`src/rtl/immed_gen_pipe.sv`:
```
// immed_gen_pipe: registered multi-lane immediate generator with a 2-entry skid buffer.
// Each lane decodes instruction bits [31:7] into an XLEN-bit immediate per a 3-bit format
// select; select 3'b111 is illegal and yields imm=0, err=1.
// Optional feature macro: IMMED_GEN_TARGET_EN adds a per-lane pc+imm target adder.
module immed_gen_pipe #(
    parameter int unsigned LANES = 1,
    parameter int unsigned XLEN  = 32
) (
    input  logic                  clk,
    input  logic                  rst_n,
    input  logic                  flush,
    input  logic                  in_valid,
    output logic                  in_ready,
    input  logic [LANES*25-1:0]   in_ir,
    input  logic [LANES*3-1:0]    in_sel,
    input  logic [LANES*XLEN-1:0] in_pc,
    output logic                  out_valid,
    input  logic                  out_ready,
    output logic [LANES*XLEN-1:0] out_imm,
    output logic [LANES-1:0]      out_err,
    output logic [LANES*XLEN-1:0] out_target
);

    localparam logic [1:0] StEmpty = 2'd0;
    localparam logic [1:0] StOne   = 2'd1;
    localparam logic [1:0] StTwo   = 2'd2;

    // ir holds instruction bits [31:7], so instruction bit b lives at ir[b-7].
    function automatic logic [XLEN-1:0] decode(input logic [24:0] ir, input logic [2:0] sel);
        logic [XLEN-1:0] v;
        v = '0;
        case (sel)
            3'b000: v = {{(XLEN-12){ir[24]}}, ir[24:13]};
            3'b001: v = {{(XLEN-12){ir[24]}}, ir[24:18], ir[4:0]};
            3'b010: v = {{(XLEN-12){ir[24]}}, ir[0], ir[23:18], ir[4:1], 1'b0};
            3'b011: v = {{(XLEN-20){ir[24]}}, ir[12:5], ir[13], ir[23:14], 1'b0};
            3'b100: v = {{(XLEN-31){ir[24]}}, ir[23:5], 12'b0};
            3'b101: v = {{(XLEN-5){1'b0}}, ir[12:8]};
            3'b110: begin
                if (XLEN == 64) v = {{(XLEN-6){1'b0}}, ir[18:13]};
                else            v = {{(XLEN-5){1'b0}}, ir[17:13]};
            end
            default: v = '0;
        endcase
        return v;
    endfunction

    logic [LANES*XLEN-1:0] dec_imm;
    logic [LANES-1:0]      dec_err;
    logic [1:0]            state_q, state_d;
    logic                  rdy_q;
    logic                  accept, take;
    logic                  load_main, load_skid, move_skid;
    logic [LANES*XLEN-1:0] main_imm_q, skid_imm_q;
    logic [LANES-1:0]      main_err_q, skid_err_q;

    // Per-lane combinational decode of the offered beat
    always_comb begin
        dec_imm = '0;
        dec_err = '0;
        for (int k = 0; k < LANES; k++) begin
            dec_imm[k*XLEN +: XLEN] = decode(in_ir[k*25 +: 25], in_sel[k*3 +: 3]);
            dec_err[k]              = (in_sel[k*3 +: 3] == 3'b111);
        end
    end

    assign accept    = in_valid & rdy_q;
    assign take      = out_valid & out_ready;
    assign in_ready  = rdy_q;
    assign out_valid = (state_q != StEmpty);
    assign out_imm   = main_imm_q;
    assign out_err   = main_err_q;

    // Buffer FSM: flush wins over every other event and suppresses all loads
    always_comb begin
        state_d   = state_q;
        load_main = 1'b0;
        load_skid = 1'b0;
        move_skid = 1'b0;
        if (flush) begin
            state_d = StEmpty;
        end else begin
            case (state_q)
                StEmpty: begin
                    if (accept) begin
                        state_d   = StOne;
                        load_main = 1'b1;
                    end
                end
                StOne: begin
                    if (accept && take) begin
                        load_main = 1'b1;
                    end else if (accept) begin
                        state_d   = StTwo;
                        load_skid = 1'b1;
                    end else if (take) begin
                        state_d = StEmpty;
                    end
                end
                StTwo: begin
                    if (take) begin
                        state_d   = StOne;
                        move_skid = 1'b1;
                    end
                end
                default: state_d = StEmpty;
            endcase
        end
    end

    // State and ready flop; a flush forces EMPTY, so ready comes back as 1 afterwards
    always_ff @(posedge clk or negedge rst_n) begin
        if (!rst_n) begin
            state_q <= StEmpty;
            rdy_q   <= 1'b0;
        end else begin
            state_q <= state_d;
            rdy_q   <= (state_d != StTwo);
        end
    end

    // Main/skid data registers; main holds its value while the buffer is empty
    always_ff @(posedge clk or negedge rst_n) begin
        if (!rst_n) begin
            main_imm_q <= '0;
            main_err_q <= '0;
            skid_imm_q <= '0;
            skid_err_q <= '0;
        end else begin
            if (load_main) begin
                main_imm_q <= dec_imm;
                main_err_q <= dec_err;
            end else if (move_skid) begin
                main_imm_q <= skid_imm_q;
                main_err_q <= skid_err_q;
            end
            if (load_skid) begin
                skid_imm_q <= dec_imm;
                skid_err_q <= dec_err;
            end
        end
    end

`ifdef IMMED_GEN_TARGET_EN
    logic [LANES*XLEN-1:0] dec_tgt, main_tgt_q, skid_tgt_q;

    // Per-lane pc+imm, modulo 2^XLEN; an illegal lane has imm=0 so its target is the pc
    always_comb begin
        dec_tgt = '0;
        for (int k = 0; k < LANES; k++) begin
            dec_tgt[k*XLEN +: XLEN] = in_pc[k*XLEN +: XLEN] + dec_imm[k*XLEN +: XLEN];
        end
    end

    // Target registers follow the same load/move controls as the immediates
    always_ff @(posedge clk or negedge rst_n) begin
        if (!rst_n) begin
            main_tgt_q <= '0;
            skid_tgt_q <= '0;
        end else begin
            if (load_main)      main_tgt_q <= dec_tgt;
            else if (move_skid) main_tgt_q <= skid_tgt_q;
            if (load_skid)      skid_tgt_q <= dec_tgt;
        end
    end

    assign out_target = main_tgt_q;
`else
    logic unused_pc;
    assign unused_pc  = ^in_pc;
    assign out_target = '0;
`endif

endmodule

```
`config.mk`:
```
export PLATFORM = sky130hd
export DESIGN_NAME = immed_gen_pipe
export DESIGN_NICKNAME = d
export VERILOG_FILES = /design/src/rtl/immed_gen_pipe.sv
export SDC_FILE = /design/constraint.sdc
export NUM_CORES = 1
export LEC_CHECK = 0
export CORE_MARGIN = 10
export CORE_UTILIZATION = 48
export CTS_CLUSTER_SIZE = 30
export DETAILED_ROUTE_END_ITERATION = 8
export PLACE_DENSITY_LB_ADDON = 0.05
export SLEW_MARGIN = 20
export SYNTH_ARGS = -nofsm -noshare
export SYNTH_HDL_FRONTEND = slang
export SYNTH_SLANG_ARGS = --single-unit
```
`constraint.sdc`:
```
create_clock -name clk -period 4.7 [get_ports clk]
set_input_delay 1.41 -clock clk [delete_from_list [all_inputs] [get_ports clk]]
set_output_delay 1.41 -clock clk [all_outputs]
set_load 0.01 [all_outputs]
```
# After elaboration in Yosys (flattened, before gate mapping)
# Cells that the tools add are included.
totals:
  word_cells: 45
  in_bits: 65
  output_inout_bits: 67
  regBits: 69
op_classes:
  muxes: 22
  reduce_logical: 5
  n_eq_ne: 10
  bitwise: 2
ops:
  columns: ["op", "n"]
  rows:
  - ["$pmux 32 s7", 1]
  - ["$mux 32", 2]
  - ["$eq 3x3->1 const B", 4]
  - ["$mux 2", 6]
  - ["$mux 1", 11]
  - ["$eq 3x2->1 const B", 2]
  - ["$pmux 2 s3", 1]
  - ["$reduce_bool 2->1", 2]
  - ["$eq 3x1->1 const B", 1]
  - ["$logic_not 3->1", 1]
  - ["$and 1x1->1", 2]
  - ["$eq 2x1->1 const B", 1]
  - ["$eq 2x2->1 const B", 1]
  - ["$logic_not 2->1", 1]
  - ["$ne 2x2->1 const B", 1]
  - ["$pmux 1 s2", 1]
  - ["$logic_and 1x1->1", 1]

# Longest topological paths before layout
# Gate-level depths: netlist (run 1).
logic_depth:
  ltp_word: 8
  depth_mapped: 6

# Least setup slack after synthesis (run 1)
# OpenSTA, ideal clock, no wires.
synth_timing:
  path_kind: "input to register"
  startpoint: "input in_sel[0]"
  endpoint: "register main_imm_q[1] (netlist: out_imm[1])"
  arrival_time_ps: 2531
  cell_stages: 5
  setup_time_ps: 126
  path_slack_ps: 2043
  cell_sequence: "buf_2 xor2_1 mux2i_1 mux2i_1 a221o_1"
synth_between:
  elab_chain_len: 3
synth_rtl:
  columns: ["element", "line", "source"]
  rows:
  - ["start: declaration", "15", "input logic [LANES*3-1:0] in_sel,"]
  - ["$eq 3x3->1 (tied with other cells)", "32", "case (sel)"]
  - ["$pmux 32 s7 *", "32", null]
  - ["$mux 32 *", "130", "if (load_main) begin"]
  - ["end signal: assignment", "131", "main_imm_q <= dec_imm;"]
  - ["end signal: assignment", "134", "main_imm_q <= skid_imm_q;"]
  - ["end: declaration", "54", "logic [LANES*XLEN-1:0] main_imm_q, skid_imm_q;"]
# Every way passes the cells marked *; elsewhere a longest branch is shown, timed or not.
# A chain may end at the register's enable or synchronous reset.

# Worst setup path after layout (run 1)
# Same ends and word-level chain as after synthesis.

==> out/results.tsv, run 1 <==
metric	value	unit
status	complete, no violations	
gr usage total	0.162	
final non-filler cell total	507	
Worst Setup SP	in_sel[0]	
final slew viol count	0	
row count	31	
IO Pins	132	
worst min-delay path category	reg -> reg	
CP max-delay cell	clkdlybuf4s50_1	
Peak VDD IR	0.158	mV
WP buf/inv	1	
RePlAce Congestion	0.768	
cell area after synthesis	3620	µm²
Routed Wire Length	8.93	mm
PostCTS Resize Cnt	0	
max-cap violations	0	
yosys warns	0	
Cells after DPL	491	
Worst-Margin Slew	0.798	ns
crit path cell chain	clkdlybuf4s50_1 > xor2_1 > mux2i_1 > mux2i_1 > a221o_1	
crit-path most repeated cell	mux2i_1	
GRT Max-Usage Layer	met2	
Critical Path Sink Type	flip-flop	
WP data arrival	3.43	ns
f_max	312	MHz
GR Layer Usage met3	0.0647	
PnR worst setup slack	1.50	ns
Final Cell Area	4420	µm²
Tcrit/Tclk final	0.681	
Num CTS Buffers	9	
overall power	1.72	mW
Finish-stage setup viols	0	
skew final	0.00752	ns
gr ovfl total	0	
GR met1 Demand/Resource	0.204	
NetSw	0.486	mW
Core Box Area	7290	µm²
post-synthesis sequential area ratio	0.477	
Area growth syn-to-layout	22.2	%
CP Class	in -> reg	
RSZ-0062 raised after global routing	no	
Hold Buf Count CTS	0	
first-pass GRT wire length	15.0	mm
clk_lat worst skew	0.35	ns
Placed Area	4210	µm²
sequential power share	0.456	
CTS max path bufs	2	
synth unique cells	35	
die area	11400	µm²
post-CTS setup buffer count	0	
WHS	0.484	ns
Max stage delay on crit path	0.84	ns
post-synthesis area per instance	10.5	µm²
Port Buf Inserts	67	
worst-path fanout max	16	
Vias	2641	
Lkg Pwr	1.97	nW
layout cells sized above 1	0.0809	
antenna violations before repair	0	
flops & latches, synth	69	
Via-to-Cell Ratio	5.21	
largest net degree at the start of global routing	63	
met2 GRT Util	0.247	
Worst-path clk slew	0.07	ns
root buffer cell	clkbuf_8	
clock power share	0.309	
DR WL/cell	17.6	µm
H-Tree Depth	3	
Top delay family on crit path	buffers and inverters	
final net count	468	
Die H	107	µm
CTS tree	built	
Antenna diodes	0	
synthesized instance count	343	
DIE WIDTH	107	µm
CP Launch Type	primary input	
DR iter-0 viols	132	
min Tclk post-route	3.20	ns
first-pass detailed-route iteration total	4	
Pint	1.23	mW
endpoints failing hold	0	
ANT nets after route	0	
Sw Share	0.283	
setup TNS	0	ns
Hold Startpoint	skid_imm_q[0]$_DFFE_PN0P_	
number of global-route vias before repair	2879	
Worst EP required	4.93	ns
clk sink count	69	
Initial Util	0.496	
final core occ	0.606	
Rel. slew slack	0.466	
worst reg2reg startpoint	state_q[0]$_DFF_PN0_	
Pwr per Cell Area	388	nW/µm²
DP Wirelength	6.33	mm
Remaining DRCs	0	
part of the power in combinational logic	0.235	
Place WS	1.14	ns
state kept, by name, summed over array words and instances (netlist names):
register / count
state_q: 2
out_imm: 32
out_err: 1
skid_err_q: 1
skid_imm_q: 32
in_ready: 1
synthesized netlist by cell type, drive strengths merged:
library cell	instances	area (µm²)
conb	1	3.75
a21oi	32	160
o21ai	29	145
mux2	6	67.6
nand3b	2	15.0
a22o	1	8.76
o211ai	1	7.51
dfrtp	69	1730
xnor2	1	8.76
nor4	1	21.3
a221o	11	110
or2	1	6.26
nor2	3	13.8
clkbuf	12	45.0
nand4	1	6.26
and2	6	37.5
o21bai	1	7.51
o22a	7	61.3
o41a	1	11.3
inv	2	7.51
or4	1	11.3
buf	44	332
nor3	1	5.00
a22oi	5	37.5
nand2	34	128
mux2i	49	490
nor2b	6	37.5
nor3b	8	60.1
nand2b	6	37.5
xor2	1	8.76
power groups by stage:
stage               logic (mW)  clock network [mW]  registers, mW
detailed placement       0.408                   0          0.792
global route             0.451               0.575          0.797
finish                   0.403               0.530          0.782
CTS                      0.410               0.539          0.782
global placement         0.400                   0          0.787
floorplan                0.206                   0          0.804
layer usage:
metal	up-vias	routed length (µm)
met2	75	4250
met1	1283	3960
met4	0	113
li1	1272	-
met5	-	0
met3	11	605
placed cells by master, fill, tap and decap left out, types with 2 or more instances in the layout:
cell,instances
a21oi_1,32
a221o_1,11
a22oi_1,5
and2_1,6
buf_4,7
bufinv_16,2
clkbuf_8,9
clkdlybuf4s50_1,66
clkinv_2,2
clkinv_4,2
conb_1,32
dfrtp_1,69
inv_1,2
mux2_2,6
mux2i_1,49
nand2_1,34
nand2b_1,6
nand3b_1,2
nor2_1,2
nor2b_1,6
nor3b_1,8
o21ai_0,29
o22a_1,7
final timing paths:
check	endpoint	depth (start not counted)	slack, ns
min	skid_imm_q[0]$_DFFE_PN0P_	2	0.48
min reg2reg	skid_imm_q[0]$_DFFE_PN0P_	2	0.48
max in group asynchronous	skid_imm_q[10]$_DFFE_PN0P_	2	2.74
max reg2reg	out_imm[14]$_DFFE_PN0P_	5	2.80
min in group asynchronous	skid_imm_q[28]$_DFFE_PN0P_	1	1.08
max	out_imm[1]$_DFFE_PN0P_	5	1.50
cell families after synthesis:
group | Yosys count | synth area share
AO/OA/AOI/OAI | 88 | 0.152
XOR/XNOR | 2 | 0.00484
buffers and inverters | 58 | 0.106
flip-flops | 69 | 0.477
multiplexers | 55 | 0.154
other | 1 | 0.00104
AND/OR/NAND/NOR | 70 | 0.105
tightest hold or removal path, cell delays in order, from the launching register on:
cell and delay (ns):
dfrtp_1 0.35, nand2_1 0.05, o21ai_0 0.06
layout make-up:
| cell class | instances | area (µm²) |
|---|---|---|
| fill | 648 | 2870 |
| sequential | 69 | 1730 |
| multi-input combinational | 247 | 1630 |
| timing repair buffer | 74 | 718 |
| clock buffer | 10 | 128 |
| tap | 99 | 124 |
| clock inverter | 6 | 87.6 |
| inverter | 2 | 7.51 |
Power figures use the tool's default switching activity.
==> run 2, diff against run 1 <==
--- a/config.mk
+++ b/config.mk
@@ -6,7 +6,7 @@
 export NUM_CORES = 1
 export LEC_CHECK = 0
 export CORE_MARGIN = 10
-export CORE_UTILIZATION = 48
+export CORE_UTILIZATION = 45
 export CTS_CLUSTER_SIZE = 30
 export DETAILED_ROUTE_END_ITERATION = 8
 export PLACE_DENSITY_LB_ADDON = 0.05
==> constraint.sdc (replaced) <==
create_clock -name clk -period 3.2 [get_ports clk]
set_input_delay 0.96 -clock clk [delete_from_list [all_inputs] [get_ports clk]]
set_output_delay 0.96 -clock clk [all_outputs]
set_load 0.01 [all_outputs]
==> run 2 against run 1 <==
Against the previous run:
- setup slack worse by 0.83 ns
- combinational power is 50% higher
- routed wire length is 0.22% higher
- sequential power is 47% higher
- largest cell class unchanged
- highest routed layer unchanged
==> out/results.tsv, run 2 (synthesis results as in run 1) <==
metric	value	unit
Pwr per Cell Area	584	nW/µm²
GR met1 Demand/Resource	0.200	
GRT Max-Usage Layer	met2	
Critical Path Sink Type	flip-flop	
status	complete, no violations	
DIE WIDTH	110	µm
Worst EP required	3.47	ns
Num CTS Buffers	9	
RePlAce Congestion	0.796	
H-Tree Depth	3	
worst-path fanout max	11	
CP Launch Type	primary input	
Hold Buf Count CTS	0	
clk sink count	69	
Initial Util	0.466	
first-pass GRT wire length	14.5	mm
layout cells sized above 1	0.0988	
post-CTS setup buffer count	0	
Routed Wire Length	8.95	mm
first-pass detailed-route iteration total	4	
number of global-route vias before repair	2853	
Worst-path clk slew	0.07	ns
WP data arrival	2.80	ns
DR iter-0 viols	95	
fillers	680	
gr ovfl total	0	
CTS tree	built	
skew final	0.00390	ns
min Tclk post-route	2.53	ns
footprint of the multi-input gates	1630	µm²
Vias	2679	
Die H	110	µm
Lkg Pwr	2.03	nW
endpoints failing hold	0	
Finish-stage setup viols	0	
Remaining DRCs	0	
Peak VDD IR	0.267	mV
Cells after DPL	501	
storage element area	1730	µm²
antenna violations before repair	0	
Rel. slew slack	0.436	
met2 GRT Util	0.241	
Worst-Margin Slew	0.844	ns
CP Class	in -> reg	
Core Box Area	7770	µm²
RSZ-0062 raised after global routing	no	
Port Buf Inserts	67	
root buffer cell	clkbuf_8	
Tcrit/Tclk final	0.790	
gr usage total	0.152	
largest net degree at the start of global routing	63	
setup TNS	0	ns
row count	32	
Antenna diodes	0	
CP max-delay cell	nor2_1	
PostCTS Resize Cnt	0	
DP Wirelength	6.42	mm
max-cap violations	0	
GR Layer Usage met3	0.0392	
final non-filler cell total	517	
Max stage delay on crit path	0.67	ns
final net count	475	
most common cell after layout, fill and taps aside	dfrtp_1	
most frequent cells in the layout	dfrtp_1, clkdlybuf4s50_1, mux2i_1, nand2_1	
ANT nets after route	0	
worst min-delay path category	reg -> reg	
IO Pins	132	
clk_lat worst skew	0.33	ns
CTS max path bufs	2	
f_max	395	MHz
DR WL/cell	17.3	µm
final slew viol count	0	
crit path cell chain	clkdlybuf4s50_1 > nor2b_1 > nor4_4 > nor2_1 > a221o_1	
Area growth syn-to-layout	25.6	%
Via-to-Cell Ratio	5.18	
die area	12000	µm²
-- run 2: cell types whose count changed in the layout (fill, tap and decap cells not counted), sizes merged --
cell / change
buf: +7
clkinvlp: +1
bufinv: +1
clkinv: -3
clkbuf: +1
-- run 2: final cells by class --
| class | count | area share |
|---|---|---|
| sequential | 69 | 0.380 |
| multi-input combinational | 247 | 0.358 |
| timing repair buffer | 81 | 0.175 |
| clock buffer | 11 | 0.0333 |
| tap | 102 | 0.0281 |
| clock inverter | 5 | 0.0234 |
| inverter | 2 | 0.00165 |
-- run 2: metrics by stage --
step           utilization  cell area, µm²  hold slack, ns  setup slack [ns]  total power, mW
3_3_place_gp         0.552            4290           0.461             0.324             1.76
6_report             0.585            4540           0.480             0.671             2.65
3_5_place_dp         0.552            4290           0.471             0.303             1.77
5_1_grt              0.585            4540           0.518             0.518             2.80
2_1_floorplan            -            3730           0.450             0.993             1.48
4_1_cts              0.585            4540           0.487             0.666             2.68
-- run 2: power breakdown --
group,total (mW),switching (mW),internal [mW]
sequential,1.15,0.0969,1.05
clock,0.904,0.342,0.562
combinational,0.604,0.278,0.326
total,2.65,0.717,1.94
-- run 2: path summary, 6_finish.rpt --
kind / from / depth (start not counted) / slack (ns) / end
max reg2reg: state_q[0]$_DFF_PN0_ / 4 / 1.36 / out_imm[3]$_DFFE_PN0P_
min in group asynchronous: rst_n / 1 / 0.53 / skid_imm_q[7]$_DFFE_PN0P_
min reg2reg: skid_imm_q[14]$_DFFE_PN0P_ / 2 / 0.48 / skid_imm_q[14]$_DFFE_PN0P_
max: out_ready / 5 / 0.67 / out_imm[3]$_DFFE_PN0P_
min: skid_imm_q[14]$_DFFE_PN0P_ / 2 / 0.48 / skid_imm_q[14]$_DFFE_PN0P_
max in group asynchronous: rst_n / 2 / 2.05 / skid_imm_q[17]$_DFFE_PN0P_
-- run 2: per-layer routing --
layer,vias to the layer above,part of all wire
met3,7,0.069
met1,1312,0.45
met4,0,0.0095
met2,77,0.48
li1,1283,-
met5,-,0
-- run 2: worst max-delay path: cells and delay by family --
kind,cells,cell delay (ns)
and+or+nand+nor,3,1.09
buffers and inverters,1,0.46
AOI/OAI and AO/OA,1,0.27
==> run 3, diff against run 2 <==
--- a/config.mk
+++ b/config.mk
@@ -6,7 +6,7 @@
 export NUM_CORES = 1
 export LEC_CHECK = 0
 export CORE_MARGIN = 10
-export CORE_UTILIZATION = 45
+export CORE_UTILIZATION = 41
 export CTS_CLUSTER_SIZE = 30
 export DETAILED_ROUTE_END_ITERATION = 8
 export PLACE_DENSITY_LB_ADDON = 0.05
==> constraint.sdc (replaced) <==
create_clock -name clk -period 2.1 [get_ports clk]
set_input_delay 0.63 -clock clk [delete_from_list [all_inputs] [get_ports clk]]
set_output_delay 0.63 -clock clk [all_outputs]
set_load 0.01 [all_outputs]
==> run 3 against run 2 <==
Against the previous run:
- combinational power up 58%
- first-iteration DRC count up 91%
- largest cell class unchanged
- sequential cell count unchanged
- clock power up 28%
- largest power group unchanged
==> out/results.tsv, run 3 (synthesis results as in run 1) <==
metric	value	unit
Max stage delay on crit path	0.63	ns
Pwr per Cell Area	820	nW/µm²
RSZ-0062 raised after global routing	no	
Vias	2700	
DR WL/cell	16.7	µm
number of global-route vias before repair	2886	
DR iter-0 viols	181	
final non-filler cell total	543	
first-pass GRT wire length	15.1	mm
gr usage total	0.144	
WP data arrival	2.24	ns
IO Pins	132	
Remaining DRCs	0	
root buffer cell	clkbuf_8	
Worst EP required	2.35	ns
Via-to-Cell Ratio	4.97	
Core Box Area	8640	µm²
Finish-stage setup viols	0	
Num CTS Buffers	9	
largest net degree at the start of global routing	26	
Cells after DPL	527	
most frequent cells in the layout	dfrtp_1, clkdlybuf4s50_1, mux2i_1, nand2_1	
post-CTS setup buffer count	0	
layout cells sized above 1	0.143	
first-pass detailed-route iteration total	4	
Port Buf Inserts	67	
Tcrit/Tclk final	0.949	
WHS	0.299	ns
ANT nets after route	0	
max-cap violations	0	
worst-path fanout max	16	
worst min-delay path category	in -> async	
gr ovfl total	0	
CP max-delay cell	or4_4	
DIE WIDTH	114	µm
Worst-Margin Slew	0.621	ns
CTS max path bufs	2	
Die H	114	µm
footprint of the multi-input gates	1630	µm²
Area growth syn-to-layout	29.8	%
crit path cell chain	clkdlybuf4s50_1 > nand2_1 > or4_4 > buf_4 > mux2i_1	
Initial Util	0.419	
skew final	0.00820	ns
Worst-path clk slew	0.07	ns
DP Wirelength	7.01	mm
endpoints failing hold	0	
min Tclk post-route	1.99	ns
most common cell after layout, fill and taps aside	dfrtp_1	
Rel. slew slack	0.586	
Antenna diodes	0	
Critical Path Sink Type	flip-flop	
CP Class	in -> reg	
clk_lat worst skew	0.34	ns
RePlAce Congestion	0.835	
Lkg Pwr	2.15	nW
CP Launch Type	primary input	
antenna violations before repair	0	
status	complete, no violations	
final slew viol count	0	
setup TNS	0	ns
storage element area	1730	µm²
clk sink count	69	
H-Tree Depth	3	
final net count	495	
CTS tree	built	
die area	13000	µm²
fillers	765	
f_max	502	MHz
Peak VDD IR	0.410	mV
Routed Wire Length	9.09	mm
row count	34	
run 3: path summary, 6_finish.rpt:
path / startpoint / end / slack (ns) / cells after the start
max: in_valid / out_imm[14]$_DFFE_PN0P_ / 0.11 / 5
min: rst_n / skid_imm_q[26]$_DFFE_PN0P_ / 0.30 / 1
max reg2reg: state_q[0]$_DFF_PN0_ / out_imm[14]$_DFFE_PN0P_ / 0.43 / 4
min reg2reg: skid_imm_q[14]$_DFFE_PN0P_ / skid_imm_q[14]$_DFFE_PN0P_ / 0.48 / 2
max in group asynchronous: rst_n / skid_imm_q[2]$_DFFE_PN0P_ / 1.24 / 2
min in group clk: skid_imm_q[14]$_DFFE_PN0P_ / skid_imm_q[14]$_DFFE_PN0P_ / 0.48 / 2
run 3: worst max-delay path: cells and delay by family:
kind                   cells  cell delay (ns)
buffers and inverters      2             0.72
and+or+nand+nor            2             0.71
muxes                      1             0.18
run 3: final cells by class:
class / count / area share
Clock buffer: 11 / 0.0280
Inverter: 2 / 0.00160
Tap cell: 108 / 0.0288
Multi-Input combinational cell: 247 / 0.348
Clock inverter: 5 / 0.0160
Sequential cell: 69 / 0.368
Timing Repair Buffer: 101 / 0.210
run 3: report_power, final:
part	internal [mW]	switching, mW
Sequential	1.60	0.144
Combinational	0.523	0.430
Clock	0.664	0.491
Total	2.79	1.07
run 3: repair_timing:
item / 4_1_cts / 5_1_grt
endpoints found under the setup margin: 2 / 13
hold buffers: 0 / 0
resized for setup: 3 / 3
run 3: stage by stage:
| step | cell area (µm²) | total power [mW] | worst slack, ns | util |
|---|---|---|---|---|
| floorplan | 3730 | 2.26 | 0.223 | - |
| global placement | 4480 | 2.71 | -0.339 | 0.519 |
| detailed placement | 4480 | 2.74 | -0.374 | 0.519 |
| CTS | 4690 | 3.91 | 0.0558 | 0.543 |
| global route | 4700 | 4.10 | 0.0137 | 0.544 |
| finish | 4700 | 3.85 | 0.108 | 0.544 |
run 3: routing by layer:
layer / up-vias / GRT usage / share of wire
met5: - / 0 / 0
li1: 1329 / - / -
met3: 8 / 0.0446 / 0.061
met4: 0 / 0.0526 / 0.012
met2: 70 / 0.213 / 0.45
met1: 1293 / 0.193 / 0.47
